$ cat src/rtl/tmds_encoder_mc.sv
// -----------------------------------------------------------------------------
// tmds_encoder_mc
// Multi-channel TMDS encoder for the HDMI output path. Each channel turns one
// pixel-clock slot into one 10-bit symbol through a two-stage registered
// pipeline. It supports video (8b/10b with DC balancing), control, video
// guard band, TERC4 data island and data-island guard band periods.
//
// Ports:
//   clk   - pixel clock, all registers on the rising edge
//   rst_n - synchronous active-low reset
//   mode  - period type (0 ctrl, 1 video, 2 video guard, 3 island,
//           4 island guard, 5..7 treated as control)
//   vd    - 8 bits of video data per channel
//   cd    - 2 control bits per channel
//   aux   - 4-bit TERC4 nibble per channel
//   tmds  - 10-bit encoded symbol per channel (bit 9 is sent last)
//   disp  - signed 6-bit running disparity per channel after its symbol
//
// Build option:
//   TMDS_TERC4_EN - when defined, modes 3 and 4 emit TERC4 symbols from aux.
//                   When undefined, modes 3 and 4 encode as control and aux
//                   is ignored.
// -----------------------------------------------------------------------------
module tmds_encoder_mc #(
  parameter int NUM_CH = 3
) (
  input  logic                  clk,
  input  logic                  rst_n,
  input  logic [2:0]            mode,
  input  logic [8*NUM_CH-1:0]   vd,
  input  logic [2*NUM_CH-1:0]   cd,
  input  logic [4*NUM_CH-1:0]   aux,
  output logic [10*NUM_CH-1:0]  tmds,
  output logic [6*NUM_CH-1:0]   disp
);

  typedef enum logic [2:0] {
    MODE_CTRL   = 3'd0,
    MODE_VIDEO  = 3'd1,
    MODE_VGUARD = 3'd2,
    MODE_ISLAND = 3'd3,
    MODE_DGUARD = 3'd4
  } mode_e;

  function automatic logic [9:0] ctrlSym(input logic [1:0] c);
    logic [9:0] s;
    case (c)
      2'b00:   s = 10'b1101010100;
      2'b01:   s = 10'b0010101011;
      2'b10:   s = 10'b0101010100;
      default: s = 10'b1010101011;
    endcase
    return s;
  endfunction

`ifdef TMDS_TERC4_EN
  function automatic logic [9:0] terc4Sym(input logic [3:0] a);
    logic [9:0] s;
    case (a)
      4'h0:    s = 10'b1010011100;
      4'h1:    s = 10'b1001100011;
      4'h2:    s = 10'b1011100100;
      4'h3:    s = 10'b1011100010;
      4'h4:    s = 10'b0101110001;
      4'h5:    s = 10'b0100011110;
      4'h6:    s = 10'b0110001110;
      4'h7:    s = 10'b0100111100;
      4'h8:    s = 10'b1011001100;
      4'h9:    s = 10'b0100111001;
      4'hA:    s = 10'b0110011100;
      4'hB:    s = 10'b1011000110;
      4'hC:    s = 10'b1010001110;
      4'hD:    s = 10'b1001110001;
      4'hE:    s = 10'b0101100011;
      default: s = 10'b1011000011;
    endcase
    return s;
  endfunction
`else
  // aux has no consumer in this build; the name keeps lint quiet about it.
  logic unusedAux;
  assign unusedAux = ^aux;
`endif

  mode_e stgMode_d, stgMode_q;

  // Normalise the raw mode into the set of periods this build supports, so
  // stage 2 never has to treat reserved or disabled codes specially.
  always_comb begin
    stgMode_d = MODE_CTRL;
    case (mode)
      3'd1:    stgMode_d = MODE_VIDEO;
      3'd2:    stgMode_d = MODE_VGUARD;
`ifdef TMDS_TERC4_EN
      3'd3:    stgMode_d = MODE_ISLAND;
      3'd4:    stgMode_d = MODE_DGUARD;
`endif
      default: stgMode_d = MODE_CTRL;
    endcase
  end

  // Stage-1 mode register, shared by all channels.
  always_ff @(posedge clk) begin
    if (!rst_n) stgMode_q <= MODE_CTRL;
    else        stgMode_q <= stgMode_d;
  end

  for (genvar g = 0; g < NUM_CH; g++) begin : gCh
    logic [7:0]        vdCh;
    logic [3:0]        ones;
    logic [3:0]        qOnes;
    logic              useXnor;
    logic signed [5:0] nWide;
    logic [8:0]        qm_d, qm_q;
    logic signed [4:0] n_d, n_q;
    logic [1:0]        cd_q;
`ifdef TMDS_TERC4_EN
    logic [3:0]        aux_q;
`endif
    logic signed [5:0] nExt;
    logic [9:0]        tmds_d, tmds_q;
    logic signed [5:0] cnt_d, cnt_q;

    assign vdCh = vd[8*g +: 8];
    assign nExt = {n_q[4], n_q};

    // Transition-minimising stage: pick XOR or XNOR chaining, then record the
    // ones-minus-zeros balance of the chained byte for the DC balancer.
    always_comb begin
      ones = '0;
      for (int k = 0; k < 8; k++) ones = ones + {3'b000, vdCh[k]};
      useXnor = (ones > 4'd4) || ((ones == 4'd4) && !vdCh[0]);
      qm_d = '0;
      qm_d[0] = vdCh[0];
      for (int k = 1; k < 8; k++) qm_d[k] = qm_d[k-1] ^ vdCh[k] ^ useXnor;
      qm_d[8] = ~useXnor;
      qOnes = '0;
      for (int k = 0; k < 8; k++) qOnes = qOnes + {3'b000, qm_d[k]};
      nWide = $signed({1'b0, qOnes, 1'b0}) - 6'sd8;
      n_d = nWide[4:0];
    end

    always_ff @(posedge clk) begin
      if (!rst_n) begin
        qm_q <= '0;
        n_q  <= '0;
        cd_q <= '0;
      end else begin
        qm_q <= qm_d;
        n_q  <= n_d;
        cd_q <= cd[2*g +: 2];
      end
    end

`ifdef TMDS_TERC4_EN
    always_ff @(posedge clk) begin
      if (!rst_n) aux_q <= '0;
      else        aux_q <= aux[4*g +: 4];
    end
`endif

    // Symbol selection. Video runs the DC balancer against the running
    // disparity; every other period emits a fixed symbol and clears it, so the
    // next video burst always starts balanced.
    always_comb begin
      tmds_d = ctrlSym(cd_q);
      cnt_d  = 6'sd0;
      case (stgMode_q)
        MODE_VIDEO: begin
          if ((cnt_q == 6'sd0) || (n_q == 5'sd0)) begin
            tmds_d = {~qm_q[8], qm_q[8], qm_q[8] ? qm_q[7:0] : ~qm_q[7:0]};
            cnt_d  = qm_q[8] ? (cnt_q + nExt) : (cnt_q - nExt);
          end else if (((cnt_q > 6'sd0) && (n_q > 5'sd0)) ||
                       ((cnt_q < 6'sd0) && (n_q < 5'sd0))) begin
            tmds_d = {1'b1, qm_q[8], ~qm_q[7:0]};
            cnt_d  = cnt_q + (qm_q[8] ? 6'sd2 : 6'sd0) - nExt;
          end else begin
            tmds_d = {1'b0, qm_q[8], qm_q[7:0]};
            cnt_d  = cnt_q + nExt - (qm_q[8] ? 6'sd0 : 6'sd2);
          end
        end
        MODE_VGUARD: tmds_d = ((g % 2) == 0) ? 10'b1011001100 : 10'b0100110011;
`ifdef TMDS_TERC4_EN
        MODE_ISLAND: tmds_d = terc4Sym(aux_q);
        // Only channel 0 carries sync bits during the island guard band.
        MODE_DGUARD: tmds_d = (g == 0) ? terc4Sym({2'b11, cd_q}) : 10'b0100110011;
`endif
        default: tmds_d = ctrlSym(cd_q);
      endcase
    end

    always_ff @(posedge clk) begin
      if (!rst_n) begin
        tmds_q <= 10'b1101010100;
        cnt_q  <= 6'sd0;
      end else begin
        tmds_q <= tmds_d;
        cnt_q  <= cnt_d;
      end
    end

    assign tmds[10*g +: 10] = tmds_q;
    assign disp[6*g +: 6]   = cnt_q;
  end

endmodule

$ cat config.mk
export PLATFORM = sky130hd
export DESIGN_NAME = tmds_encoder_mc
export DESIGN_NICKNAME = d
export VERILOG_FILES = /design/src/rtl/tmds_encoder_mc.sv
export SDC_FILE = /design/constraint.sdc
export NUM_CORES = 1
export LEC_CHECK = 0
export ABC_AREA = 1
export BUFFER_PORTS_ARGS = -buffer_cell sky130_fd_sc_hd__buf_2
export CELL_PAD_IN_SITES_DETAIL_PLACEMENT = 1
export CELL_PAD_IN_SITES_GLOBAL_PLACEMENT = 2
export CORE_ASPECT_RATIO = 1.25
export CORE_MARGIN = 2
export CORE_UTILIZATION = 34
export CTS_CLUSTER_SIZE = 28
export DETAILED_ROUTE_END_ITERATION = 10
export PLACE_DENSITY_LB_ADDON = 0.1
export SLEW_MARGIN = 20
export SYNTH_ARGS = -nofsm -noshare
export SYNTH_HDL_FRONTEND = slang
export SYNTH_SLANG_ARGS = --single-unit
$ cat constraint.sdc
create_clock -name clk -period 7.2 [get_ports clk]
set_clock_uncertainty 0.1 [all_clocks]
set_input_delay 1.44 -clock clk [delete_from_list [all_inputs] [get_ports clk]]
set_output_delay 1.44 -clock clk [all_outputs]
set_load 0.05 [all_outputs]
==> results of run 1 <==
stage by stage:
stage	utilization (%)	setup slack, ns	power (mW)
2_1_floorplan	-	0.4646	2.109
3_3_place_gp	37.77	0.1172	2.531
3_5_place_dp	37.77	0.05602	2.567
4_1_cts	39.38	0.4222	3.123
5_1_grt	39.38	0.1530	3.446
6_report	39.38	0.4632	3.058
cells in the final DEF (no fill, tap or decap), drive strengths merged:
master    count
conb          3
o21ai        49
o211ai        2
bufinv        2
clkinv        4
o21bai        4
nor3          5
nor4          1
ha           78
fa           41
nand3        50
xor2         45
nand2       191
or2           2
a21oi        63
inv         195
a31oi         2
clkbuf       10
clkinvlp      1
o31ai         1
buf          84
a211oi        4
nand4         3
dfxtp        92
o221ai        3
xnor2        13
nand3b        4
nor2         62
sequential cells by signal (all words and copies together), names as in the netlist:
register / cells
gCh.tmds_q: 30
gCh.cd_q: 6
stgMode_q: 2
gCh.cnt_q: 15
gCh.n_q: 12
gCh.qm_q: 27
metal layers:
layer  global-route usage [%]  up-vias  share of wire [%]
li1                         -     3003                  -
met4                    3.812        0                1.0
met2                    29.39       55                 48
met5                        0        -                  0
met1                    22.33     2734                 48
met3                    3.053       10                2.7
cell type report:
class                   count  area (um2)
inverters                 196       740.7
clock inverters             6       93.84
clock buffers              10       239.0
repair buffers             84       432.9
flip-flops and latches     92        1842
well taps                 274       342.8
fillers                  2566       12480
multi-input cells         626        4420
synth_stat cells (2+ instances only):
cell	n	area share [%]
nand2_1	178	9.4
nand3b_1	4	0.42
clkinv_1	2	0.11
xor2_1	42	5.2
o21ai_0	40	2.8
a21oi_1	62	4.4
ha_1	78	14
o21ai_1	5	0.35
fa_1	41	12
o211ai_1	2	0.21
clkbuf_1	9	0.48
a31oi_1	2	0.18
nand3_1	50	3.5
nor3_1	5	0.35
buf_4	5	0.53
dfxtp_1	92	26
xnor2_1	12	1.5
inv_1	189	10
o21bai_1	2	0.21
xor2_2	2	0.46
o21ai_2	2	0.25
o21ai_4	2	0.46
a211oi_1	4	0.42
nand4_1	3	0.27
nand2_2	12	1.1
o221ai_1	3	0.37
nor2_1	61	3.2
inv_2	4	0.21
cell families (layout without fill, tap and decap cells):
logic type | Yosys count | after routing | share of synthesized area [%]
AOI/OAI and AO/OA | 128 | 128 | 10.33
buffers and inverters | 211 | 296 | 11.54
xor gates and xnor gates | 58 | 58 | 7.769
and+or+nand+nor | 318 | 318 | 18.85
adders and majority gates | 119 | 119 | 25.41
other | 1 | 3 | 0.05304
DFF | 92 | 92 | 26.05
report_power, final:
part / leakage (nW) / internal (mW) / total (mW) / switching, mW
Clock: 0.160 / 0.317 / 0.537 / 0.220
Sequential: 0.761 / 0.602 / 0.678 / 0.0760
Combinational: 3.34 / 0.724 / 1.84 / 1.12
worst min-delay path, delay by kind of cell (launching register included):
kind / cells / cell delay, ns
flops: 1 / 0.32
simple gates: 1 / 0.10
compound gates: 1 / 0.07
worst max-delay path by stage:
stage               cells past startpoint  slack [ns]             to
floorplan                              20        0.46  gCh[1].n_q[4]
global route                           26        0.15  gCh[2].n_q[3]
global placement                       26        0.12  gCh[2].n_q[4]
finish                                 21        0.46  gCh[1].n_q[4]
CTS                                    21        0.42  gCh[1].n_q[4]
detailed placement                     21        0.06  gCh[1].n_q[4]
==> impl_results.md, run 1 <==
- Status: complete, no violations
- Hold Path Stages: 2
- Worst Setup SP: vd[8]
- Hold EP: gCh[1].tmds_q[4]
- Die H: 165.2 um
- Required time of the critical path: 7.34 ns
- Ys flop type: dfxtp_1
- Crit path launch type: primary input
- Final worst-path cycle share: 93.57%
- Post-layout minimum cycle time: between 6 and 7 ns
- CTS Buf Count: 9
- CTS sink cnt: 92
- Ant diodes: 0
- Synthesized instance count: 927
- Crit path capture type: flop
- Leak: roughly 4.3 nW
- Post-CTS sizing: 0
- Area grow syn2layout: 14.72%
- Max Cap Viol: 0
- Max stage delay cell, worst path: fa_1
- Path depth of the worst reg2reg path: 10
- Die X: 133.0 um
- Drt initial violations: roughly 200
- Drt wl/cell: approximately 14 um
- TritonCTS clock tree: built
- Slew Limit Fails: 0
- Later-pin clock latency in the skew report: 0.35 ns
- GRT Total Usage: between 15 and 20%
- Unrepaired setup endpoints after global routing: no
- DRC: 0
- Crit path DAT: a little under 7 ns
- Ys Warns: 0
- FF-to-FF setup slack: 4.56 ns
- Slew at the pin closest to its max-slew limit: 0.6880 ns
- Endpoints failing setup: 0
- Initial Util: 34.33%
- Initial antenna violation count: 0
- Mapped Area: 0.007071 mm2
- Via count: 5802
- Gr ovfl total: 0
- Routed wire length: 17850 um
- Delay-heaviest family, CP: adder cells
- Worst Path Max Fanout: 3
- CP Class: in -> reg
- WP buf/inv: 6
- Root Driver: clkbuf_16
- Number of I/O port buffers: between 70 and 80
- CTS H-tree lvls: 3
- Post-CTS Hold Buffers: 0
- Average cell area after synthesis: 7.627 um2
- ANT nets after route: 0
- Layout cell share with drive strength beyond 1: around 13%
- Max-slew headroom: 54.08%
- Worst-path clk slew: 0.07 ns
- Worst path max stage delay: approximately 0.56 ns
- Deepest clock path buffer count: 2
- Die area: 0.02197 mm2
- # rows: 59
- # Post-CTS Setup Buffers: 0
- Layout Cells excl Fill: about 1300
- RR Endpoint: gCh[0].cnt_q[5]
- Register area share after synthesis: between 20% and 30%
- Placed Cells: 1272
- #FFs+latches synth: 92
- Peak supply drop: 0.1366 mV
- HP Class: reg -> reg
- First-pass GRT wire length: 29540 um
- DR vias/cell: 4.505
- Yosys cell types: 42
- Critical R2R Launch: gCh[0].qm_q[8]
- Final net count: 1175
- Post-DP HPWL: 14790 um
- Vias in the first global route: 5910
- Finished Cell Area: around 0.008 mm2
- Min-delay src: gCh[1].qm_q[4]
- Core area: ~0.021 mm2
- CP most frequent cell: fa_1
- Pwr/cell area: about 380 mW/mm2
- Min Hold Slack: 0.4337 ns
- CP cell instances: buf_2, inv_1, fa_1, fa_1, fa_1, inv_1, ha_1, fa_1, nor3_1, o21ai_2, xnor2_1, fa_1, fa_1, inv_1, fa_1, ha_1, inv_1, fa_1, inv_1, xor2_1, nor2_1
- Post-synth EDFFs: 0
- TNS Setup: 0 ns
- Largest net degree at the start of global routing: between 40 and 50
- Top Ports: 95
- Fmax: 148.4 MHz
- Placer congestion estimate: 0.7693
- Total iterations of the first detailed-routing run: 4
- Hold Fails Final Rpt: 0
- Placed cell areas: 0.007779 mm2
- FFs w/ async S/R, synth: 0%
No activity file was read; power rests on OpenSTA's default activity.
==> run 2, diff against run 1 <==
clock period = 6.95 ns   (was 7.2 ns; I/O delays follow)
==> run 2 against run 1 <==
Global-route usage rose by 0.19 points. Largest power group unchanged. Critical path type unchanged. Power rose by 3.5%. Die area did not move. Core utilization rose by 0.43 points. Clock power fell by 5.2%. Final cell count rose by 1.1%. Via count rose by 0.69%.
==> impl_results.md, run 2 (synthesis gave the netlist of run 1 again) <==
- Die X: 133.0 um (unchanged)
- Worst Setup SP: vd[8]
- Via count: 5842 (+0.69%)
- Sw Ratio: 46.14% (-0.10 points)
- Pre-CTS setup slack: -0.1216 ns (-0.1776 ns)
- Commonest non-fill, non-tap cell in the layout: inv_1
- Most frequent cells in the layout: 189 x inv_1, 178 x nand2_1, 92 x dfxtp_1
- Drt initial violations: 196 (-3.0%)
- CTS sink cnt: 92 (unchanged)
- Slew at the pin closest to its max-slew limit: 0.6685 ns (-0.01954 ns)
- Placer congestion estimate: 0.7988 (+3.8%)
- Pwr/cell area: 386.1 mW/mm2 (+2.4%)
- Combinational power share: 61.7% (+1.5 points)
- CP most frequent cell: fa_1
- HP Class: reg -> reg
- Max stage delay cell, worst path: fa_1
- Required time of the critical path: 7.09 ns (-0.25 ns)
- Endpoints failing setup: 0 (unchanged)
- Ant diodes: 0 (unchanged)
- Later-pin clock latency in the skew report: 0.35 ns (about the same)
- Max reg flops: 30 (unchanged)
- Die H: 165.2 um (unchanged)
- Worst Path Max Fanout: 3 (unchanged)
- Final net count: 1189 (+1.2%)
- Slew Limit Fails: 0 (unchanged)
- DR vias/cell: 4.487 (-0.39%)
- Max Cap Viol: 0 (unchanged)
- Worst path max stage delay: 0.55 ns (about the same)
- CP Class: in -> reg
- Placed Cells: 1286 (+1.1%)
- CP cell instances: buf_2, inv_1, fa_1, fa_1, fa_1, inv_1, ha_1, fa_1, nor3_2, o21ai_2, xnor2_1, fa_1, fa_1, inv_1, fa_1, ha_1, inv_1, fa_1, inv_1, xor2_1, nor2_1
- Post-layout minimum cycle time: 6.601 ns
- Total iterations of the first detailed-routing run: 4 (unchanged)
- DRC: 0 (unchanged)
- CTS Buf Count: 9 (unchanged)
- ANT nets after route: 0 (unchanged)
- Critical R2R Launch: gCh[0].qm_q[8]
- Min-delay src: gCh[0].qm_q[4]
- Leak: 4.318 nW (+1.3%)
- Initial antenna violation count: 0 (unchanged)
- Root Driver: clkbuf_16
- WP buf/inv: 6 (unchanged)
- Max-slew headroom: 55.39% (+1.3 points)
- Finished Cell Area: 0.008199 mm2 (+1.1%)
- Vias in the first global route: 6100 (+3.2%)
- Peak supply drop: 0.1528 mV (+12%)
- Placed cell areas: 0.007884 mm2 (+1.4%)
- Area grow syn2layout: 15.96%
- Layout Cells excl Fill: 1302 (+1.1%)
- FF/Latch Area: 0.001842 mm2 (unchanged)
- Delay-heaviest family, CP: adder cells
- Most flops, register: gCh.tmds_q
- Fill cells: 2557 (-0.35%)
- Post-DP HPWL: 14820 um (+0.19%)
- Unrepaired setup endpoints after global routing: no
- Reg power frac: 22.2% (about the same)
- Setup slack after layout: 0.3494 ns (-0.1138 ns)
- Footprint of the multi-input gates: 0.004433 mm2 (+0.28%)
- Initial Util: 34.33% (unchanged)
- Deepest clock path buffer count: 2 (unchanged)
- Fmax: 151.5 MHz
- Biggest regs: gCh.tmds_q (30), gCh.qm_q (27), gCh.cnt_q (15)
- Routed wire length: 18050 um (+1.2%)
- Crit path capture type: flop
- Final worst-path cycle share: 94.97%
- # rows: 59 (unchanged)
- TritonCTS clock tree: built
- Net load switching power: 1.461 mW (+3.3%)
- Top Ports: 95 (unchanged)
- Min Hold Slack: 0.4339 ns (+0.0001980 ns)
- Crit path DAT: 6.74 ns (-0.13 ns)
- Core area: 0.02060 mm2 (unchanged)
- GRT Total Usage: 17.24% (+0.19 points)
- Crit path launch type: primary input
- Die area: 0.02197 mm2 (unchanged)
- CTS H-tree lvls: 3 (unchanged)
- Gr ovfl total: 0 (unchanged)
- Core Util, Final: 39.81% (+0.43 points)
- Clock Power Share: 16.1% (-1.5 points)
- Number of I/O port buffers: 79 (unchanged)
- Status: complete, no violations
- Hold Fails Final Rpt: 0 (unchanged)
- Drt wl/cell: 13.87 um (about the same)
- Largest net degree at the start of global routing: 45 (unchanged)
- Worst-path clk slew: 0.07 ns (about the same)
- Total internal power: 1.705 mW (+3.7%)
- Layout cell share with drive strength beyond 1: 14.30% (+1.4 points)
- First-pass GRT wire length: 29940 um (+1.4%)
## run 2: power by group through the flow
| stage | sequential [mW] | clock, mW | combinational, mW |
|---|---|---|---|
| final | 0.704 | 0.509 | 1.95 |
| after global routing | 0.717 | 0.547 | 2.30 |
| after CTS | 0.706 | 0.530 | 2.00 |
| after detailed placement | 0.718 | 0 | 1.99 |
| after global placement | 0.715 | 0 | 1.96 |
| after floorplan | 0.744 | 0 | 1.44 |
## run 2: path summary, 6_finish.rpt
check | slack [ns] | endpoint | cells past startpoint
hold / removal | 0.43 | gCh[0].tmds_q[4] | 2
hold reg to reg | 0.43 | gCh[0].tmds_q[4] | 2
setup / recovery | 0.35 | gCh[1].n_q[4] | 21
setup reg to reg | 4.28 | gCh[0].cnt_q[5] | 10
## run 2: final cells by class
| type | count | area share [%] |
|---|---|---|
| tap | 274 | 4.181 |
| clock buffer | 10 | 2.915 |
| multi-input combinational | 626 | 54.07 |
| inverter | 196 | 9.034 |
| clock inverter | 6 | 0.7783 |
| sequential | 92 | 22.46 |
| timing repair buffer | 98 | 6.562 |
## run 2: metal layers
| layer | vias up | GRT usage [%] | wire (um) | part of all wire (%) |
|---|---|---|---|---|
| li1 | 3025 | - | - | - |
| met1 | 2741 | 22.22 | 8572 | 47 |
| met2 | 64 | 30.22 | 8734 | 48 |
| met3 | 12 | 2.808 | 551 | 3.1 |
| met4 | 0 | 4.203 | 196 | 1.1 |
| met5 | - | 0 | 0 | 0 |
## run 2: timing repair
| action | in CTS | in global routing |
|---|---|---|
| endpoints found under the setup margin | 0 | 2 |
| resized for setup | 0 | 2 |
| setup buffers | 0 | 0 |
| hold buffers | 0 | 0 |
## run 2: worst min-delay path: stages (launching register included)
cell and delay [ns]:
dfxtp_1 0.33, xnor2_1 0.07, o21ai_1 0.10
## run 2: per-stage QoR
step	total power, mW	TNS, ns
2_1_floorplan	2.185	0
3_3_place_gp	2.671	-0.02237
3_5_place_dp	2.706	-0.2516
4_1_cts	3.239	0
5_1_grt	3.564	0
6_report	3.166	0
==> run 3, diff against run 2 <==
CORE_MARGIN = not set   (was 2)
REMOVE_ABC_BUFFERS = 1   (was not set)
==> run 3 against run 2 <==
Combinational power about the same. Maximum frequency about the same. Critical path depth unchanged. Power down 1.8%. Core utilization up 0.52 points. Global-route usage up 0.81 points. Routed wire length down 1.8%. Register-to-register slack about the same. Critical path type unchanged. Critical endpoint unchanged.
==> impl_results.md, run 3 (synthesis gave the netlist of run 1 again) <==
- Worst-path clk slew: 0.07 ns (about the same)
- HP Class: reg -> reg
- Area grow syn2layout: 15.48%
- Crit path launch type: primary input
- Endpoints failing setup: 0 (unchanged)
- Fmax: 151.5 MHz (about the same)
- Most frequent cells in the layout: 189 x inv_1, 178 x nand2_1, 92 x dfxtp_1
- Max stage delay cell, worst path: fa_1
- DRC: 0 (unchanged)
- Hold Path Stages: 2 (unchanged)
- Initial Util: 34.92% (+0.59 points)
- TNS Setup: 0 ns (unchanged)
- Drt wl/cell: 13.66 um (-1.5%)
- Crit path capture type: flop
- Worst Path Max Fanout: 3 (unchanged)
- Layout cell share with drive strength beyond 1: 14.11% (-0.19 points)
- Via count: 5814 (-0.48%)
- TritonCTS clock tree: built
- # rows: 58 (-1.7%)
- Slew Limit Fails: 0 (unchanged)
- Required time of the critical path: 7.08 ns (about the same)
- Status: complete, no violations
- Critical R2R Launch: gCh[0].qm_q[8]
- CTS Buf Count: 9 (unchanged)
- CTS H-tree lvls: 3 (unchanged)
- Fill cells: 2528 (-1.1%)
- Post-CTS Hold Buffers: 0 (unchanged)
- Commonest non-fill, non-tap cell in the layout: inv_1
- Vias in the first global route: 6013 (-1.4%)
- Max Cap Viol: 0 (unchanged)
- Hold EP: gCh[0].tmds_q[2]
- Post-CTS sizing: 0 (unchanged)
- Unrepaired setup endpoints after global routing: no
- Clock Power Share: 15.4% (-0.7 points)
- Leak: 4.311 nW (-0.17%)
- Total iterations of the first detailed-routing run: 4 (unchanged)
- # Post-CTS Setup Buffers: 0 (unchanged)
- Ant diodes: 0 (unchanged)
- Top Ports: 95 (unchanged)
- First-pass GRT wire length: 29640 um (-0.99%)
- CP most frequent cell: fa_1
- Number of I/O port buffers: 79 (unchanged)
- Sw Ratio: 46.66% (+0.52 points)
- Die X: 131.0 um (-1.5%)
- Initial antenna violation count: 0 (unchanged)
- ANT nets after route: 0 (unchanged)
- Gr ovfl total: 0 (unchanged)
- Hold Fails Final Rpt: 0 (unchanged)
- Biggest regs: gCh.tmds_q (30), gCh.qm_q (27), gCh.cnt_q (15)
- Delay-heaviest family, CP: adder cells
- Combinational power share: 61.9% (+0.2 points)
- CTS sink cnt: 92 (unchanged)
- Worst path max stage delay: 0.55 ns (about the same)
- FF-to-FF setup slack: 4.28 ns (about the same)
- Die area: 0.02138 mm2 (-2.7%)
- Max reg flops: 30 (unchanged)
- Min-delay src: gCh[0].qm_q[2]
- Post-layout minimum cycle time: 6.600 ns (-0.0009690 ns)
- GRT Total Usage: 18.05% (+0.81 points)
- Routed wire length: 17730 um (-1.8%)
- Drt initial violations: 160 (-18%)
- Total internal power: 1.659 mW (-2.7%)
- Most flops, register: gCh.tmds_q
- Final net count: 1189 (unchanged)
- Reg power frac: 22.7% (+0.5 points)
- Crit path DAT: 6.73 ns (about the same)
- Min Hold Slack: 0.4172 ns (-0.01668 ns)
- Net load switching power: 1.451 mW (-0.66%)
- Max-slew headroom: 57.40% (+2.0 points)
- Die H: 163.2 um (-1.2%)
- Pwr/cell area: 380.9 mW/mm2 (-1.4%)
- RR Endpoint: gCh[0].cnt_q[5]
- Largest net degree at the start of global routing: 49 (+8.9%)
- Peak supply drop: 0.1607 mV (+5.2%)
- CP Class: in -> reg
- WP buf/inv: 6 (unchanged)
- Later-pin clock latency in the skew report: 0.36 ns (about the same)
- Final worst-path cycle share: 94.96% (about the same)
- Placer congestion estimate: 0.7600 (-4.9%)
- Core area: 0.02025 mm2 (-1.7%)
- Post-DP HPWL: 14570 um (-1.7%)
- Root Driver: clkbuf_16
- DR vias/cell: 4.479 (-0.17%)
- Deepest clock path buffer count: 2 (unchanged)
- CP cell instances: buf_2, inv_1, fa_1, fa_1, fa_1, inv_1, ha_1, fa_1, nor3_1, o21ai_2, xnor2_1, fa_1, fa_1, inv_1, fa_1, ha_1, inv_1, fa_1, inv_1, xor2_1, nor2_1
- Path depth of the worst reg2reg path: 10 (unchanged)
- Slew at the pin closest to its max-slew limit: 0.6383 ns (-0.03019 ns)
==> run 3: cell count changes in the layout (fill, tap and decap cells not counted), sizes merged <==
cell	change
bufinv	-1
clkinv	+1
inv	+1
clkinvlp	-1
==> run 3: how the worst max path moves through the flow <==
stage | from | endpoint | slack (ns) | cells after the start
6_report | vd[8] | gCh[1].n_q[4] | 0.35 | 21
5_1_grt | vd[8] | gCh[1].n_q[3] | 0.01 | 21
4_1_cts | vd[8] | gCh[1].n_q[4] | 0.31 | 21
3_5_place_dp | vd[8] | gCh[1].n_q[4] | -0.02 | 21
3_3_place_gp | vd[8] | gCh[1].n_q[4] | 0.006 | 21
2_1_floorplan | vd[8] | gCh[1].n_q[4] | 0.24 | 20
==> run 3: power by group through the flow <==
stage          sequential [mW]  clock, mW  combinational, mW
2_1_floorplan            0.744          0               1.43
3_3_place_gp             0.719          0               1.93
3_5_place_dp             0.719          0               1.96
4_1_cts                  0.708      0.501               1.98
5_1_grt                  0.719      0.516               2.26
6_report                 0.705      0.480               1.93
==> run 3: through the flow <==
| step | utilization, % | power (mW) | worst slack (ns) | instance area [um2] | instances |
|---|---|---|---|---|---|
| finish | 40.33 | 3.110 | 0.3503 | 8165 | 1298 |
| global route | 40.33 | 3.500 | 0.01459 | 8165 | 1298 |
| CTS | 40.33 | 3.187 | 0.3145 | 8165 | 1298 |
| detailed placement | 38.91 | 2.679 | -0.01877 | 7879 | 1282 |
| global placement | 38.91 | 2.647 | 0.005864 | 7879 | 1282 |
| floorplan | - | 2.176 | 0.2363 | 7003 | 914 |
==> run 3: worst register-to-register path, delay by kind of cell, from the launching register on <==
| family | cells | cell delay (ns) |
|---|---|---|
| buffers and inverters | 2 | 0.37 |
| and+or+nand+nor | 2 | 0.17 |
| DFF | 1 | 0.37 |
| xor gates and xnor gates | 1 | 0.16 |
| AOI/OAI and AO/OA | 3 | 0.40 |
| adders and majority gates | 2 | 1.04 |
==> run 3: layer usage <==
| metal | vias up | routed length [um] | track usage (%) |
|---|---|---|---|
| met5 | - | 0 | 0 |
| met1 | 2700 | 8476 | 23.45 |
| li1 | 3036 | - | - |
| met2 | 61 | 8694 | 31.12 |
| met4 | 0 | 231 | 5.277 |
| met3 | 17 | 327 | 1.998 |
==> run 3: cell type report <==
type / instances / area (um2) / share of cell area (%)
clock inverters: 6 / 47.55 / 0.5823
clock buffers: 10 / 239.0 / 2.927
flip-flops and latches: 92 / 1842 / 22.56
inverters: 196 / 740.7 / 9.071
multi-input cells: 626 / 4420 / 54.14
well taps: 270 / 337.8 / 4.137
repair buffers: 98 / 538.0 / 6.589
